`src/rtl/postmortem_capture_ctrl.sv`:
```
`default_nettype none
// postmortem_capture_ctrl: samples N_CH 64-bit channel words each PERIOD clocks into per-channel
// DDR ring buffers and freezes POST samples after an interlock rising edge.
module postmortem_capture_ctrl #(
   parameter int          N_CH       = 5,
   parameter int          PERIOD     = 4000,
   parameter int          DEPTH      = 50000,
   parameter int          POST       = 25000,
   parameter logic [39:0] BASE_ADDR  = 40'h00_0010_0000,
   parameter logic [39:0] STRIDE     = 40'h00_0010_0000,
   parameter bit          AUTO_REARM = 1'b1
) (
   input  logic                i_clk,
   input  logic                i_rst,
   input  logic                i_en,
   input  logic [N_CH*64-1:0]  i_data,
   input  logic                i_intl_flag,
   input  logic                i_rearm,
   output logic                o_start,
   input  logic                i_done,
   output logic [39:0]         o_ddr_addr,
   output logic [63:0]         o_ddr_data,
   output logic [15:0]         o_wr_ptr,
   output logic [15:0]         o_trig_ptr,
   output logic                o_triggered,
   output logic                o_frozen,
   output logic                o_overrun,
   output logic [1:0]          o_state
);

   localparam int CNT_W = (PERIOD > 1) ? $clog2(PERIOD) : 1;
   localparam int PC_W  = $clog2(POST + 1);

   typedef enum logic [1:0] {
      IDLE  = 2'd0,
      WRITE = 2'd1,
      DONE  = 2'd2
   } state_t;

   state_t             state, state_nx;
   logic [CNT_W-1:0]   cnt;
   logic [N_CH*64-1:0] snap;
   logic [2:0]         ch;
   logic [PC_W-1:0]    post_cnt;
   logic               flag_q;
   logic               counted;
   logic               tick;
   logic               trig_fire;
   logic               rearm;
   logic               last_ch;

   function automatic logic [39:0] addr_of(input logic [2:0] c, input logic [15:0] p);
      return BASE_ADDR + 40'(c) * STRIDE + {21'd0, p, 3'b000};
   endfunction

   function automatic logic [15:0] ptr_inc(input logic [15:0] p);
      return (p == 16'(DEPTH - 1)) ? 16'd0 : p + 16'd1;
   endfunction

   assign tick      = i_en && !o_frozen && (cnt == CNT_W'(PERIOD - 1));
   assign trig_fire = i_intl_flag && !flag_q && !o_triggered && !o_frozen;
   // Manual mode only honours i_rearm once the interlock has cleared; auto mode re-arms on
   // the first low flag cycle, which also aborts a capture still collecting post samples.
   assign rearm     = AUTO_REARM ? ((o_triggered || o_frozen) && !i_intl_flag)
                                 : (i_rearm && !i_intl_flag);
   assign last_ch   = (ch == 3'(N_CH - 1));
   assign o_state   = state;

   always_ff @(posedge i_clk or negedge i_rst) begin
      if (!i_rst) state <= IDLE;
      else        state <= state_nx;
   end

   always_comb begin
      state_nx = state;
      o_start  = 1'b0;
      case (state)
         IDLE:    if (tick) state_nx = WRITE;
         WRITE: begin
            o_start = 1'b1;
            if (i_done && last_ch) state_nx = DONE;
         end
         DONE:    state_nx = IDLE;
         default: state_nx = IDLE;
      endcase
   end

   always_ff @(posedge i_clk or negedge i_rst) begin
      if (!i_rst) begin
         cnt <= '0;
      end else if (!i_en || o_frozen || rearm || (cnt == CNT_W'(PERIOD - 1))) begin
         cnt <= '0;
      end else begin
         cnt <= cnt + CNT_W'(1);
      end
   end

   always_ff @(posedge i_clk or negedge i_rst) begin
      if (!i_rst) begin
         snap        <= '0;
         ch          <= '0;
         o_ddr_addr  <= '0;
         o_ddr_data  <= '0;
         o_wr_ptr    <= '0;
         o_trig_ptr  <= '0;
         o_triggered <= 1'b0;
         o_frozen    <= 1'b0;
         o_overrun   <= 1'b0;
         post_cnt    <= '0;
         counted     <= 1'b0;
         flag_q      <= 1'b0;
      end else begin
         flag_q <= i_intl_flag;

         if (state == IDLE && tick) begin
            snap       <= i_data;
            ch         <= 3'd0;
            o_ddr_addr <= addr_of(3'd0, o_wr_ptr);
            o_ddr_data <= i_data[63:0];
            counted    <= o_triggered || trig_fire;
         end else if (state == WRITE && i_done && !last_ch) begin
            ch         <= ch + 3'd1;
            o_ddr_addr <= addr_of(ch + 3'd1, o_wr_ptr);
            o_ddr_data <= snap[(int'(ch) + 1) * 64 +: 64];
         end

         if (tick && state != IDLE) o_overrun <= 1'b1;

         if (state == DONE) o_wr_ptr <= ptr_inc(o_wr_ptr);

         if (rearm) begin
            o_triggered <= 1'b0;
            o_frozen    <= 1'b0;
            o_overrun   <= 1'b0;
            post_cnt    <= '0;
            counted     <= 1'b0;
         end else begin
            // A sample already in flight when the edge arrives belongs to the pre-trigger window.
            if (trig_fire) begin
               o_triggered <= 1'b1;
               o_trig_ptr  <= (state == IDLE) ? o_wr_ptr : ptr_inc(o_wr_ptr);
            end
            if (state == DONE && counted) begin
               post_cnt <= post_cnt + PC_W'(1);
               if (post_cnt == PC_W'(POST - 1)) o_frozen <= 1'b1;
            end
         end
      end
   end

endmodule
`default_nettype wire

```
`config.mk`:
```
export PLATFORM = sky130hd
export DESIGN_NAME = postmortem_capture_ctrl
export DESIGN_NICKNAME = d
export VERILOG_FILES = /design/src/rtl/postmortem_capture_ctrl.sv
export SDC_FILE = /design/constraint.sdc
export NUM_CORES = 1
export LEC_CHECK = 0
export ABC_AREA = 1
export BUFFER_PORTS_ARGS = -buffer_cell sky130_fd_sc_hd__buf_2
export CAP_MARGIN = 20
export CORE_MARGIN = 5
export CORE_UTILIZATION = 49
export DETAILED_ROUTE_END_ITERATION = 12
export PLACE_DENSITY_LB_ADDON = 0.05
export REMOVE_ABC_BUFFERS = 1
export SLEW_MARGIN = 20
export SYNTH_ARGS = -nofsm -noshare
export SYNTH_HDL_FRONTEND = slang
export SYNTH_SLANG_ARGS = --single-unit
```
`constraint.sdc`:
```
create_clock -name i_clk -period 2 [get_ports i_clk]
set_input_delay 0.1 -clock i_clk [delete_from_list [all_inputs] [get_ports i_clk]]
set_output_delay 0.1 -clock i_clk [all_outputs]
set_load 0.03 [all_outputs]
```
* Word level (Yosys, flattened, before mapping)
Cells that the tools add are included.
** Word-level totals
- Bits in registers :: 493
** Cells by class
- $add $sub $neg :: 8
- Equality and inequality tests :: 8
- Shift operators :: 1
- Multiplexer cells :: 24
- Bitwise operators :: 1
- Reduce and logical (&&, ||, !) cells :: 34
** Operator list (number)
- 320-bit by 11-bit indexed part select with 64-bit output :: 1
- 64-bit two-way mux :: 2
- 40-bit two-way mux :: 2
- 16-bit two-way mux :: 2
- 15-bit two-way mux :: 2
- 24-bit by 19-bit adder with 25-bit output :: 1
- 21-bit by 23-bit adder with 24-bit output, first input constant :: 1
- 21-bit by 19-bit adder with 22-bit output, first input constant :: 1
- 16-bit by 1-bit adder with 16-bit output, second input constant :: 1
- 16-bit equality test, second input constant :: 1
- 15-bit by 1-bit adder with 15-bit output, second input constant :: 1
- 15-bit equality test, second input constant :: 1
- 2-bit nonzero test :: 7
- 12-bit by 1-bit adder with 12-bit output, second input constant :: 1
- 12-bit equality test, second input constant :: 1
- 1-bit logical AND :: 12
- 12-bit two-way mux :: 1
- 1-bit two-way mux :: 10
- 1-bit zero test :: 6
- 3-bit two-way mux :: 2
- 2-bit AND reduction :: 3
- 1-bit logical OR :: 5
- 3-bit by 1-bit adder with 4-bit output, second input constant :: 1
- 2-bit two-way mux :: 2
- 8 further kinds :: 9

* Longest topological paths before layout
- Depth in word-level cells :: 7
- Depth in mapped cells :: 13
- Depth with buffers taken out :: 10

* Worst setup path after synthesis
OpenSTA, ideal clock, no wires.
- Path kind :: register to register
- Start :: reg state[0], in the netlist o_state[0]
- End :: reg o_ddr_data[61]
- Library setup time :: 125 ps
- Arrival time :: 2002 ps
- Data required time :: 1875 ps
- Slack :: -128 ps
- Stages on the path, launching flop included :: 10
- Cells stage by stage :: dfrtp_1 > inv_1 > nor2_1 > nand2_1 > nor2_2 > inv_2 > buf_2 > buf_2 > nand3_1 > nand3_1
** Between the ends
- Word-level cells in the longest chain between the ends :: 4
** RTL lines
- start: declaration :: RTL line 40 : state_t state, state_nx;
- start signal: assignment :: RTL line 71 : else state <= state_nx;
- 2-bit by 1-bit equality test with 1-bit output :: RTL line 121 : end else if (state == WRITE && i_done && !last_ch) begin
- 1-bit logical AND (2 in series) :: RTL line 121
- 2-bit nonzero test (no line)
- end signal: assignment :: RTL line 119 : o_ddr_data <= i_data[63:0];
- end signal: assignment :: RTL line 124 : o_ddr_data <= snap[(int'(ch) + 1) * 64 +: 64];
- end: declaration :: RTL line 22 : output logic [63:0] o_ddr_data,
Parallel ways exist; a longest one is shown, timed or not.
A chain may end at the register's enable or synchronous reset.

* Final worst setup path
- Start :: reg cnt[0]
- End :: reg o_ddr_data[46]
** Between the ends
- Word-level cells in the longest chain between the ends :: 4
** RTL lines
- start: declaration :: RTL line 41 : logic [CNT_W-1:0] cnt;
- start signal: assignment :: RTL line 94 : cnt <= cnt + CNT_W'(1);
- 12-bit equality test * :: RTL line 60 : assign tick = i_en && !o_frozen && (cnt == CNT_W'(PERIOD - 1));
- 1-bit logical AND * :: RTL line 60
- 1-bit logical AND * :: RTL line 115 : if (state == IDLE && tick) begin
- 64-bit two-way mux or 2-bit nonzero test (tied branches)
Mark *: on every way between the ends. The rest lies on a longest branch, timed or not.

==> results.tsv <==
metric	value	unit
dpl.hpwl	38700	um
synth.area.top_cells	dfrtp_1, nand2_1, o21ai_0, nand3_1, a21oi_1	
grt.total_usage	0.304	
crit_fanout	8	
yosys.area_share.adder	0.00399	
wire_per_inst	18.6	um
grt_first_pass_wirelength	103000	um
drive_above_1_share	0.211	
port_buffers	446	
critPathKind	reg2reg	
vdd_drop_max	0.552	mV
powerDensity	658	nW/um2
vias	20000	
die_area	42500	um2
cts_tree	done	
synthDominantCellAreaShare	0.543	
synth_xor_area_frac	0.00511	
synthMuxAreaShare	0	
worst-path-buf-inv	5	
p_switching	4050	uW
dp_slack	-0.00827	ns
area_growth	45.6	%
cp_slowest_stage_delay	0.39	ns
drv_cap	0	
hold_viol_final	0	
grt_overflow	0	
leakage	0.0147	uW
htree_levels	2	
antenna_found_initial	5	
fmax	0.484	GHz
fp.coreArea	37800	um2
start_util	0.498	
path_cells	ha_4 > nand2_4 > nor2_4 > nand3_2 > buf_6 > nor3_4 > buf_6 > buf_12 > buf_12 > clkbuf_16 > nand2_1 > nand3_1	
hp-class	in2async	
seq_power_share	0.462	
relSlewSlack	0.501	
fin_nets	3499	
rows	71	
power_frac_comb	0.075	
synth_cell_type_count	29	
drv_slew	0	
yosysWarningCount	0	
yosysSeqAreaShare	0.543	
cts_sinks	409	
synth-edff-count	0	
netlist_instances	2399	
worstSetupEndpointType	register	
arrival	2.57	ns
cts-buffers-inserted	45	
die_w	206	um
grt_max_degree	124	
fin_skew	0.0187	ns
cp-start-kind	register	
status	finished, violations left	
first_iter_violations	1716	
slowest_stage	dfrtp_1	
root_buffer	clkbuf_16	
clock_power_share	0.464	
p_int	14000	uW
path_clk_slew	0.06	ns
setup_viol	17	
gp_congestion	0.845	
p_sw_frac	0.224	
final_core_util	0.725	
drtAntennaViolNets	0	
totalWireLength	69300	um
drc	0	
worst_slack	-0.0662	ns
ys_ff_latch	409	
io_pins	468	
cts_buffer_depth	3	
grt_pass1_vias	19900	
netlist_area	18800	um2
clk_latency	0.57	ns
finalCritPeriodShare	1.03	
crit_family	buffers and inverters	
avgViaCountPerCell	5.36	
worstMarginPinSlew	0.748	ns
yosysTopAreaCell	dfrtp_1	
synth_compound_area_frac	0.108	
cp.required	2.50	ns
first_pass_iters	6	
violations	setup timing	
reg2reg_from	cnt[0]	
avgSynthCellArea	7.85	um2
synth_top_family_by_area	simple AND/OR/NAND/NOR gates	
async_reset_ff_frac	1.00	
min_period	2.07	ns
startpoint	cnt[0]	
ys.flop_type	dfrtp_1	
yosys.area_share.simple	0.273	
grt_setup_unrepaired	true	
die_h	206	um
-- metrics by stage --
stage	cell area (um2)	total power [uW]	hold slack, ns	setup TNS (ns)	cells
floorplan	18100	8640	-0.196	-2064.69	2254
global placement	21800	9290	0.0299	0	3271
detailed placement	21800	9290	0.0383	-0.00827	3271
CTS	26600	18100	0.0274	0	3681
global route	27400	18600	0.0599	-5.20	3717
finish	27400	18100	0.0613	-0.224	3721
-- kinds of logic (layout without fill, tap and decap cells) --
kind of cell / count (synthesis) / count (layout)
compound gates: 407 / 407
xor+xnor: 11 / 11
fa+ha+maj: 6 / 6
buf+inv: 287 / 1071
flops: 409 / 409
other cells: 1 / 28
simple gates: 1278 / 1278
-- worst paths after layout --
kind | cells past startpoint | slack (ns) | end
setup reg to reg | 12 | -0.07 | o_ddr_data[46]
hold reg to reg | 2 | 0.47 | snap[214]
max in group asynchronous | 4 | 1.16 | o_trig_ptr[5]
setup / recovery | 12 | -0.07 | o_ddr_data[46]
hold / removal | 2 | 0.06 | snap[220]
min in group i_clk | 5 | 0.10 | o_overrun
-- placed cells by master, fill, tap and decap left out, types with 57 or more instances in the layout --
master         count
dfrtp_1          407
dlygate4sd3_1    323
nand3_1          177
clkbuf_16         57
a21oi_1          103
buf_2            445
inv_1            121
nand2_1          902
nor2_1           119
o21ai_0          285
-- final cells by class --
cell class                 count  area [um2]
antenna                        8        20.0
clock buffer                  72        1420
clock inverter                10        82.6
fill                        2874       10400
inverter                     123         467
multi-input combinational   1722        7660
sequential                   409       10200
tap                          511         639
timing repair buffer         866        6910
-- per-layer routing --
layer,vias up,wire length [um],global-route usage
li1,9177,-,-
met1,9423,26500,0.385
met2,1073,33000,0.492
met3,279,5600,0.0568
met4,2,4100,0.173
met5,-,13,0
-- cells in the mapped netlist (4+ instances only) --
cell        n
nand4_1    16
clkbuf_1   58
buf_4      21
buf_2      71
dfrtp_1   409
xnor2_1     4
o21ai_0   301
buf_1      13
inv_1     121
nand2_1   935
nand3_1   184
a21oi_1   103
ha_1        6
nor3_1     15
xor2_1      7
nor2_1    120
-- what timing repair did --
| action | 4_1_cts | 5_1_grt |
|---|---|---|
| setup endpoints to repair | 19 | 314 |
| setup buffers | 4 | 20 |
| resized for setup | 3 | 101 |
| pin swaps | 1 | 13 |
| cloned | 1 | 13 |
| endpoints found under the hold margin | 693 | 0 |
| hold buffers | 323 | 0 |
-- power by group through the flow --
stage | sequential, uW | combinational [uW] | clock [uW]
global placement | 8480 | 804 | 0
finish | 8340 | 1350 | 8380
detailed placement | 8480 | 806 | 0
global route | 8330 | 1440 | 8870
floorplan | 8520 | 116 | 0
CTS | 8330 | 1300 | 8490
-- flip-flops by register name, indices dropped and copies added, names as in the netlist --
register and cells:
snap 256, o_wr_ptr 16, counted 1, o_overrun 1, o_ddr_data 64, o_frozen 1, post_cnt 15, o_state 2
o_ddr_addr 20, o_trig_ptr 16, flag_q 1, ch 3, cnt 12, o_triggered 1
(Power assumes the default switching activity.)
